<file path="config.mk">
export PLATFORM = sky130hd
export DESIGN_NAME = dcache_ctrl
export DESIGN_NICKNAME = d
export VERILOG_FILES = /design/src/rtl/dcache_ctrl.sv
export SDC_FILE = /design/constraint.sdc
export NUM_CORES = 1
export LEC_CHECK = 0
export CAP_MARGIN = 0
export CORE_MARGIN = 4
export CORE_UTILIZATION = 40
export CTS_CLUSTER_DIAMETER = 100
export DETAILED_ROUTE_END_ITERATION = 8
export GPL_TIMING_DRIVEN = 0
export PLACE_DENSITY = 0.59
export RECOVER_POWER = 50
export SLEW_MARGIN = 10
export SYNTH_ARGS = -nofsm -noshare
export SYNTH_HDL_FRONTEND = slang
export SYNTH_SLANG_ARGS = --single-unit
export TNS_END_PERCENT = 50
</file>
<file path="constraint.sdc">
create_clock -name clk_i -period 12.12 [get_ports clk_i]
set_input_delay 2.424 -clock clk_i [delete_from_list [all_inputs] [get_ports clk_i]]
set_output_delay 2.424 -clock clk_i [all_outputs]
set_load 0.05 [all_outputs]
</file>
<file path="src/rtl/dcache_ctrl.sv">
// Direct-mapped, write-through, no-write-allocate data cache controller.
// Load hits return data the same cycle; misses and stores stall until the memory ack.
module dcache_ctrl #(
    parameter int LINES = 16
) (
    input  logic        clk_i,
    input  logic        rst_ni,
    input  logic        cpu_req_i,
    input  logic        cpu_we_i,
    input  logic [31:0] cpu_addr_i,
    input  logic [31:0] cpu_wdata_i,
    output logic [31:0] cpu_rdata_o,
    output logic        cpu_stall_o,
    output logic        mem_req_o,
    output logic        mem_we_o,
    output logic [31:0] mem_addr_o,
    output logic [31:0] mem_wdata_o,
    input  logic        mem_ack_i,
    input  logic [31:0] mem_rdata_i
);
    localparam int IDX  = $clog2(LINES);
    localparam int TAGW = 30 - IDX;

    typedef enum logic [1:0] {IDLE, READ, WRITE} state_t;

    state_t state_q, state_d;

    logic [LINES-1:0] valid_q;
    logic [TAGW-1:0]  tag_q  [LINES];
    logic [31:0]      data_q [LINES];

    logic [IDX-1:0]  cpu_idx, fill_idx;
    logic [TAGW-1:0] cpu_tag, fill_tag;
    logic            hit;
    logic            unused_addr_lsbs;

    assign cpu_idx  = cpu_addr_i[IDX+1:2];
    assign cpu_tag  = cpu_addr_i[31:IDX+2];
    // The fill target comes from the held request address, not the live CPU bus.
    assign fill_idx = mem_addr_o[IDX+1:2];
    assign fill_tag = mem_addr_o[31:IDX+2];
    assign hit      = cpu_req_i & valid_q[cpu_idx] & (tag_q[cpu_idx] == cpu_tag);
    assign unused_addr_lsbs = ^cpu_addr_i[1:0];

    always_ff @(posedge clk_i or negedge rst_ni) begin
        if (!rst_ni) state_q <= IDLE;
        else         state_q <= state_d;
    end

    always_comb begin
        state_d     = state_q;
        cpu_stall_o = 1'b0;
        cpu_rdata_o = 32'h0;
        case (state_q)
            IDLE: begin
                if (cpu_req_i) begin
                    if (cpu_we_i) begin
                        cpu_stall_o = 1'b1;
                        state_d     = WRITE;
                    end else if (hit) begin
                        cpu_rdata_o = data_q[cpu_idx];
                    end else begin
                        cpu_stall_o = 1'b1;
                        state_d     = READ;
                    end
                end
            end
            READ: begin
                if (mem_ack_i) begin
                    cpu_rdata_o = mem_rdata_i;
                    state_d     = IDLE;
                end else begin
                    cpu_stall_o = 1'b1;
                end
            end
            WRITE: begin
                if (mem_ack_i) state_d     = IDLE;
                else           cpu_stall_o = 1'b1;
            end
            default: state_d = IDLE;
        endcase
    end

    always_ff @(posedge clk_i or negedge rst_ni) begin
        if (!rst_ni) begin
            mem_req_o   <= 1'b0;
            mem_we_o    <= 1'b0;
            mem_addr_o  <= 32'h0;
            mem_wdata_o <= 32'h0;
        end else begin
            mem_req_o <= (state_d != IDLE);
            if (state_q == IDLE && cpu_req_i && (cpu_we_i || !hit)) begin
                mem_addr_o  <= {cpu_addr_i[31:2], 2'b00};
                mem_we_o    <= cpu_we_i;
                mem_wdata_o <= cpu_we_i ? cpu_wdata_i : mem_wdata_o;
            end
        end
    end

    always_ff @(posedge clk_i or negedge rst_ni) begin
        if (!rst_ni)
            valid_q <= '0;
        else if (state_q == READ && mem_ack_i)
            valid_q[fill_idx] <= 1'b1;
    end

    // Tag and data carry no reset; valid bits alone qualify them.
    always_ff @(posedge clk_i) begin
        if (state_q == READ && mem_ack_i) begin
            tag_q[fill_idx]  <= fill_tag;
            data_q[fill_idx] <= mem_rdata_i;
        end else if (state_q == IDLE && cpu_we_i && hit) begin
            data_q[cpu_idx] <= cpu_wdata_i;
        end
    end

endmodule

</file>
==> results.md, run 1 <==
| Step | Metric | This run |
|---|---|---|
| outcome | Result of the run | finished with violations |
| outcome | Violated checks | capacitance limit, slew limit |
| setup path | Worst path bufs/invs | 6 |
| timing | Number of max-slew violations in the final report | 439 |
| clock network | Clock buffer depth | 3 |
| power | Switching power | 2.66 mW |
| grt | Maximum number of pins on one net before global-route repair | 60 |
| clock network | Clock-pin transition on the worst setup and hold timing paths | 0.06 ns |
| setup path | Critical path required time | 9.70 ns |
| floorplanning | Initial Utilization | 0.403 |
| route | Average routed wire per standard cell | 30.6 um |
| synthesis | Sequential fraction of the synthesis area | 0.742 |
| setup path | Worst-path cell chain | dlygate4sd3_1, clkbuf_1, clkbuf_1, clkbuf_1, a221o_1, o211ai_1, a2111oi_4, nand4_2, nor4_4, buf_2, nand3_1, nand2_1, clkdlybuf4s50_1 |
| floorplanning | Die H | 326 um |
| timing | Accumulated negative setup slack | 0 ns |
| synthesis | Main synth FF type | sky130_fd_sc_hd__edfxtp_1 |
| setup path | CP endpoint kind | output port |
| timing | Shortest period the worst path allows | 11.64 ns |
| timing | Count of endpoints failing hold in the final timing report | 0 |
| power | Cell internal pwr | 6.60 mW |
| power | Sw Ratio | 0.287 |
| setup path | Critical path start-end classification | in -> out |
| final layout | Cell area after layout | 0.0480 mm^2 |
| timing | Post-Route Skew | 0.0477 ns |
| route | Violation count after the first detailed-routing iteration | 2269 |
| synthesis | Number of warnings reported in the yosys synthesis log | 0 |
| synthesis | Async set or reset register ratio after synthesis | 0.0812 |
| synthesis | Cell area after synthesis | 0.0403 mm^2 |
| floorplanning | Core Region | 0.100 mm^2 |
| final layout | # nets final | 2379 |
| route | Number of antenna-violating nets in the routed design | 0 |
| grt | Total congestion overflow after global routing | 0 |
| timing | Final cycle utilization of the critical path | 0.960 |
| power | Worst VDD drop | 125 uV |
| synthesis | Post-synthesis cell type count | 64 |
| place | Half-perimeter wire length after detailed placement | 71400 um |
| clock network | Worst-skew pair later-pin latency | 0.70 ns |
| setup path | Maximum fanout along the worst path | 10 |
| floorplanning | Die Area | 0.106 mm^2 |
| route | # DRC | 0 |
| clock network | Count of hold buffers inserted by post-cts repair | 0 |
| clock network | Buffer type at the clock tree root | sky130_fd_sc_hd__clkbuf_16 |
| power | Power share of the clock group | 0.342 |
| job | Max-cap violation count | 26 |
| clock network | Number of buffers inserted by post-CTS setup repair | 0 |
| place | Inst Count DP | 3468 |
| timing | Finish-stage setup viols | 0 |
| route | First-pass detailed-route iteration total | 6 |
| final layout | Relative area change from synthesis to final layout | 19.0% |
| final layout | Final core area utilization | 0.479 |
| setup path | Critical-path top delay cell | sky130_fd_sc_hd__clkbuf_1 |
| power | Power per unit of standard cell area | 193 mW/mm^2 |
| setup path | Setup crit start kind | primary input |
| clock network | Number of levels in the clock H-tree | 3 |
| place | Instance area at placement | 0.0452 mm^2 |
| synthesis | Average cell area after synthesis | 20.8 um^2 |
| grt | First-pass GRT wire length | 160000 um |
| grt | Vias in the first global route | 22100 |
| route | DR vias/cell | 5.81 |
| floorplanning | Width of the die | 326 um |
| clock network | Number of clock buffers inserted by TritonCTS | 103 |
| synthesis | Cell count after synthesis | 1937 |
| floorplanning | Ports placed on the boundary | 200 |
| place | Final weighted congestion in routability-driven placement | 0.798 |
| place | Number of port buffers | 192 |
| timing | Achievable clock frequency | 85.9 MHz |
| clock network | Clk sinks | 1010 |
| synthesis | Number of enable flip-flop cells after synthesis | 928 |
| route | Detailed-route wire length | 112000 um |
| clock network | Post-cts sizing count | 0 |
| setup path | CP arrival | 9.22 ns |
| timing | Worst slew slack as a fraction of its limit | -1.83 |
| timing | RSZ-0062 raised after global routing | no |
| final layout | Share of cells above drive strength 1 | 0.229 |
| hold path | Hold WC Path Type | reg -> reg |
| setup path | Crit path max-delay family | buffers and inverters |
| grt | Initial antenna violation count | 2 |
| power | Leakage power total | 15.7 nW |
| setup path | CP dominant cell by count | sky130_fd_sc_hd__clkbuf_1 |
| power | Portion of total power attributed to combinational logic | 0.164 |
| power | Overall power | 9.26 mW |
| final layout | Fin cells | 3665 |
| synthesis | Number of storage elements in the synthesis netlist | 1010 |
| power | Reg power frac | 0.494 |
| route | Total number of vias | 21300 |
| clock network | CTS tree | yes |
| floorplanning | Number of standard-cell rows in the floorplan | 116 |
| timing | Worst slew pin tran | 4.24 ns |
| grt | Overall global routing resource usage | 0.210 |
| setup path | Worst stage delay on the critical path | 0.87 ns |
-- area by class of cell --
cell class              instances  area (um^2)
clock buffers                 141         2810
repair buffers                232         2580
clock inverters                55          587
fillers                      8203        52100
inverters                      11         41.3
multi-input cells             807         9870
diodes                          1         2.50
well taps                    1298         1620
plain buffers                 110          569
flip-flops and latches       1010        29900
-- per-stage QoR --
step | hold WS [ns] | setup slack (ns)
after floorplan | 0.434 | 3.98
after global placement | 0.445 | -0.252
after detailed placement | 0.447 | 0.648
after CTS | 0.462 | 0.626
after global routing | 0.482 | 0.265
final | 0.463 | 0.480
-- cells by family (layout without fill, tap and decap cells) --
group,count (synthesis),count (layout),share of synthesized area
other cells,1,3,0.0000930
mux,419,419,0.183
xor+xnor,31,31,0.00673
simple gates,243,243,0.0302
compound gates,109,109,0.0216
flops,1010,1010,0.742
fa+ha+maj,3,3,0.000931
buf+inv,121,549,0.0157
-- flip-flops by register name, indices dropped and copies added (netlist names) --
name         cells
data_q         512
tag_q          416
mem_wdata_o     32
mem_addr_o      30
valid_q         16
state_q          2
mem_req_o        1
mem_we_o         1
-- path summary, 6_finish.rpt --
path	startpoint	to	slack, ns	cells after the start
setup reg to reg	state_q[1]$_DFF_PN0_	data_q[14][19]$_DFFE_PP_	6.29	8
min in group asynchronous	rst_ni	mem_addr_o[6]$_DFFE_PN0N_	2.19	1
hold reg to reg	valid_q[3]$_DFFE_PN0P_	valid_q[3]$_DFFE_PN0P_	0.46	1
setup / recovery	cpu_addr_i[5]	cpu_rdata_o[8]	0.48	13
max in group asynchronous	rst_ni	mem_wdata_o[17]$_DFFE_PN0P_	5.10	2
hold / removal	valid_q[3]$_DFFE_PN0P_	valid_q[3]$_DFFE_PN0P_	0.46	1
-- power groups by stage --
| stage | Sequential (mW) | Clock (mW) | Combinational (mW) |
|---|---|---|---|
| 2_1_floorplan | 4.92 | 0 | 0.612 |
| 6_report | 4.57 | 3.17 | 1.52 |
| 4_1_cts | 4.58 | 3.22 | 1.65 |
| 3_5_place_dp | 4.65 | 0 | 1.64 |
| 3_3_place_gp | 4.62 | 0 | 1.55 |
| 5_1_grt | 4.61 | 3.37 | 1.59 |
-- routing by layer --
layer | GRT usage | vias to the layer above | routed length, um
li1 | - | 8697 | -
met1 | 0.290 | 11400 | 46000
met2 | 0.342 | 972 | 54300
met3 | 0.0441 | 180 | 9010
met4 | 0.0569 | 2 | 2910
met5 | 0 | - | 13
-- cells in the mapped netlist (all sizes together), types with 6 or more instances --
cell,count,area share
a22o,8,0.0017
nand2,94,0.0087
or4,6,0.0011
dfrtp,82,0.051
clkbuf,50,0.0047
a21oi,18,0.0023
or3,13,0.0020
nor2,29,0.0027
inv,9,0.00084
a221oi,20,0.0047
mux2i,87,0.022
edfxtp,928,0.69
o21ai,11,0.0014
mux4,237,0.13
a22oi,21,0.0039
or2,19,0.0029
buf,60,0.010
nand4,13,0.0022
nand3,38,0.0047
xor2,11,0.0024
mux2,95,0.029
xnor2,20,0.0043
nand2b,8,0.0012
a31o,6,0.0013
nor2b,7,0.0011
-- worst register-to-register path: stages (launching register included) --
cell	delay, ns
sky130_fd_sc_hd__dfrtp_1	0.41
sky130_fd_sc_hd__inv_1	0.09
sky130_fd_sc_hd__ha_1	0.15
sky130_fd_sc_hd__and2_0	0.15
sky130_fd_sc_hd__clkbuf_1	0.76
sky130_fd_sc_hd__nand3_1	0.41
sky130_fd_sc_hd__nor2_1	1.36
sky130_fd_sc_hd__clkbuf_1	1.26
sky130_fd_sc_hd__a31o_4	0.71
-- layout by cell type, fill, tap and decap left out, types with 49 or more instances in the layout --
cell type                         count
sky130_fd_sc_hd__dfrtp_1             82
sky130_fd_sc_hd__mux2_1              49
sky130_fd_sc_hd__clkbuf_1           100
sky130_fd_sc_hd__nand2_1             94
sky130_fd_sc_hd__dlygate4sd3_1       67
sky130_fd_sc_hd__edfxtp_1           928
sky130_fd_sc_hd__mux4_2             237
sky130_fd_sc_hd__clkbuf_16          103
sky130_fd_sc_hd__mux2i_1             87
sky130_fd_sc_hd__clkdlybuf4s50_1    124
(Power assumes the default switching activity.)
==> run 2: changes to the inputs <==
==> constraint.sdc (replaced) <==
create_clock -name clk_i -period 12.12 [get_ports clk_i]
set_input_delay 1.212 -clock clk_i [delete_from_list [all_inputs] [get_ports clk_i]]
set_output_delay 1.212 -clock clk_i [all_outputs]
set_load 0.05 [all_outputs]
==> results.md, run 2 (same netlist as run 1, synthesis figures left out) <==
| Step | Metric | This run |
|---|---|---|
| floorplanning | Core Region | 0.100 mm^2 |
| clock network | Number of clock buffers inserted by TritonCTS | 103 |
| outcome | Result of the run | finished with violations |
| setup path | Critical path start-end classification | in -> out |
| clock network | Buffer type at the clock tree root | sky130_fd_sc_hd__clkbuf_16 |
| setup path | Worst-path cell chain | dlygate4sd3_1, clkbuf_1, clkbuf_1, clkbuf_1, a221o_1, o211ai_1, a2111oi_4, nand4_2, nor4_1, buf_2, nand3_1, nand2_1, clkdlybuf4s50_1 |
| floorplanning | Die H | 326 um |
| timing | Post-Route Skew | 0.0437 ns |
| final layout | Max FFs per register | 512 |
| setup path | Critical-path top delay cell | sky130_fd_sc_hd__nor4_1 |
| timing | Finish-stage setup viols | 0 |
| timing | Shortest period the worst path allows | 10.41 ns |
| timing | Worst slew pin tran | 4.21 ns |
| final layout | Antenna Diode Count | 0 |
| final layout | Register with the most flip-flops | data_q |
| place | Pre-CTS worst setup slack | 3.07 ns |
| power | Portion of total power attributed to combinational logic | 0.164 |
| final layout | Largest registers | data_q (512), tag_q (416), mem_wdata_o (32) |
| setup path | CP endpoint kind | output port |
| route | Number of antenna-violating nets in the routed design | 0 |
| final layout | Share of cells above drive strength 1 | 0.229 |
| place | Final weighted congestion in routability-driven placement | 0.798 |
| floorplanning | Initial Utilization | 0.403 |
| setup path | CP dominant cell by count | sky130_fd_sc_hd__clkbuf_1 |
| setup path | Maximum fanout along the worst path | 10 |
| setup path | Crit path max-delay family | buffers and inverters |
| power | Switching power | 2.66 mW |
| clock network | Worst-skew pair later-pin latency | 0.69 ns |
| setup path | Critical path required time | 10.91 ns |
| timing | RSZ-0062 raised after global routing | no |
| power | Reg power frac | 0.494 |
| hold path | Hold WC Path Type | reg -> reg |
| clock network | Clock buffer depth | 3 |
| job | Max-cap violation count | 26 |
| timing | Count of endpoints failing hold in the final timing report | 0 |
| timing | PnR worst setup slack | 1.71 ns |
| final layout | # nets final | 2379 |
| route | DR vias/cell | 5.82 |
| route | First-pass detailed-route iteration total | 5 |
| clock network | Clock-pin transition on the worst setup and hold timing paths | 0.06 ns |
| route | Average routed wire per standard cell | 30.6 um |
| power | Power share of the clock group | 0.342 |
| timing | Final cycle utilization of the critical path | 0.859 |
| timing | Worst slew slack as a fraction of its limit | -1.80 |
| setup path | Setup slack of the most critical reg-to-reg path | 5.16 ns |
| floorplanning | Number of standard-cell rows in the floorplan | 116 |
| timing | Number of max-slew violations in the final report | 449 |
| grt | Total congestion overflow after global routing | 0 |
| grt | First-pass GRT wire length | 160000 um |
| clock network | Number of buffers inserted by post-CTS setup repair | 0 |
| grt | Overall global routing resource usage | 0.210 |
| final layout | Relative area change from synthesis to final layout | 19.0% |
| final layout | Commonest cells after routing, fill and taps aside | 928 x sky130_fd_sc_hd__edfxtp_1, 237 x sky130_fd_sc_hd__mux4_2, 124 x sky130_fd_sc_hd__clkdlybuf4s50_1, 103 x sky130_fd_sc_hd__clkbuf_16, 100 x sky130_fd_sc_hd__clkbuf_1 |
| clock network | Clk sinks | 1010 |
| setup path | CP arrival | 9.20 ns |
| clock network | Count of hold buffers inserted by post-cts repair | 0 |
| floorplanning | Width of the die | 326 um |
| outcome | Violated checks | capacitance limit, slew limit |
| power | Worst VDD drop | 125 uV |
| route | Violation count after the first detailed-routing iteration | 2342 |
| clock network | Number of levels in the clock H-tree | 3 |
| setup path | Worst path bufs/invs | 6 |
| power | Sw Ratio | 0.287 |
| route | Total number of vias | 21300 |
| grt | Initial antenna violation count | 2 |
| power | Power per unit of standard cell area | 193 mW/mm^2 |
| route | Detailed-route wire length | 112000 um |
| timing | Accumulated negative setup slack | 0 ns |
| power | Leakage power total | 15.7 nW |
| timing | Worst hold slack | 0.464 ns |
| setup path | Worst stage delay on the critical path | 1.94 ns |
| clock network | CTS tree | yes |
| floorplanning | Ports placed on the boundary | 200 |
| floorplanning | Die Area | 0.106 mm^2 |
| place | Half-perimeter wire length after detailed placement | 71400 um |
| place | Number of port buffers | 192 |
| setup path | Setup crit start kind | primary input |
| route | # DRC | 0 |
| grt | Maximum number of pins on one net before global-route repair | 60 |
| final layout | Number of filler cells placed in the layout | 8206 |
| clock network | Post-cts sizing count | 0 |
| grt | Vias in the first global route | 22100 |
| power | Cell internal pwr | 6.60 mW |
| final layout | Most common library cell in the layout ignoring fill and taps | sky130_fd_sc_hd__edfxtp_1 |
| timing | Achievable clock frequency | 96.0 MHz |
==> run 2: final timing paths <==
path / start / end / cells past startpoint
worst max-delay path: cpu_addr_i[5] / cpu_rdata_o[8] / 13
worst min-delay path: valid_q[3]$_DFFE_PN0P_ / valid_q[3]$_DFFE_PN0P_ / 1
worst max register to register: tag_q[5][21]$_DFFE_PP_ / data_q[11][3]$_DFFE_PP_ / 11
worst min register to register: valid_q[3]$_DFFE_PN0P_ / valid_q[3]$_DFFE_PN0P_ / 1
max in group asynchronous: rst_ni / mem_wdata_o[17]$_DFFE_PN0P_ / 2
min in group asynchronous: rst_ni / mem_addr_o[6]$_DFFE_PN0N_ / 1
==> run 2: power groups by stage <==
stage               sequential [mW]  clock (mW)  combinational (mW)
CTS                            4.58        3.22                1.65
global route                   4.61        3.37                1.59
floorplan                      4.92           0               0.612
finish                         4.57        3.16                1.52
global placement               4.62           0                1.55
detailed placement             4.65           0                1.64
==> run 2: through the flow <==
stage	instance area [um^2]	instances	utilization	total power, mW
CTS	48600	3664	0.485	9.44
detailed placement	45200	3468	0.451	6.29
finish	48000	3664	0.479	9.25
global placement	43900	3428	0.438	6.17
global route	48000	3664	0.479	9.57
floorplan	40300	1938	-	5.53
==> run 2: metal layers <==
metal / wire, um / GRT usage
met1: 46000 / 0.290
met3: 9140 / 0.0441
met5: 13 / 0
met2: 54100 / 0.342
met4: 2910 / 0.0569
==> run 2: area by class of cell <==
class                           count  area, um^2  share of cell area
Sequential cell                  1010       29900               0.624
Multi-Input combinational cell    807        9850               0.205
Inverter                           11        41.3            0.000860
Tap cell                         1298        1620              0.0338
Timing Repair Buffer              232        2580              0.0538
Clock inverter                     55         587              0.0122
Buffer                            110         569              0.0119
Clock buffer                      141        2810              0.0586
==> run 3: changes to the inputs <==
==> constraint.sdc (replaced) <==
create_clock -name clk_i -period 10.88 [get_ports clk_i]
set_input_delay 1.088 -clock clk_i [delete_from_list [all_inputs] [get_ports clk_i]]
set_output_delay 1.088 -clock clk_i [all_outputs]
set_load 0.05 [all_outputs]
==> results of run 3 <==
Same layout as run 1 (identical final DEF). Status: finished with violations: capacitance limit, slew limit.
Among the figures that moved: setup slack after placement 0.648 ns -> 2.08 ns; setup slack after layout 0.480 ns -> 1.91 ns; register-to-register setup slack 6.29 ns -> 5.05 ns; total power 9.26 mW -> 10.3 mW; worst IR drop on VDD 125 uV -> 139 uV
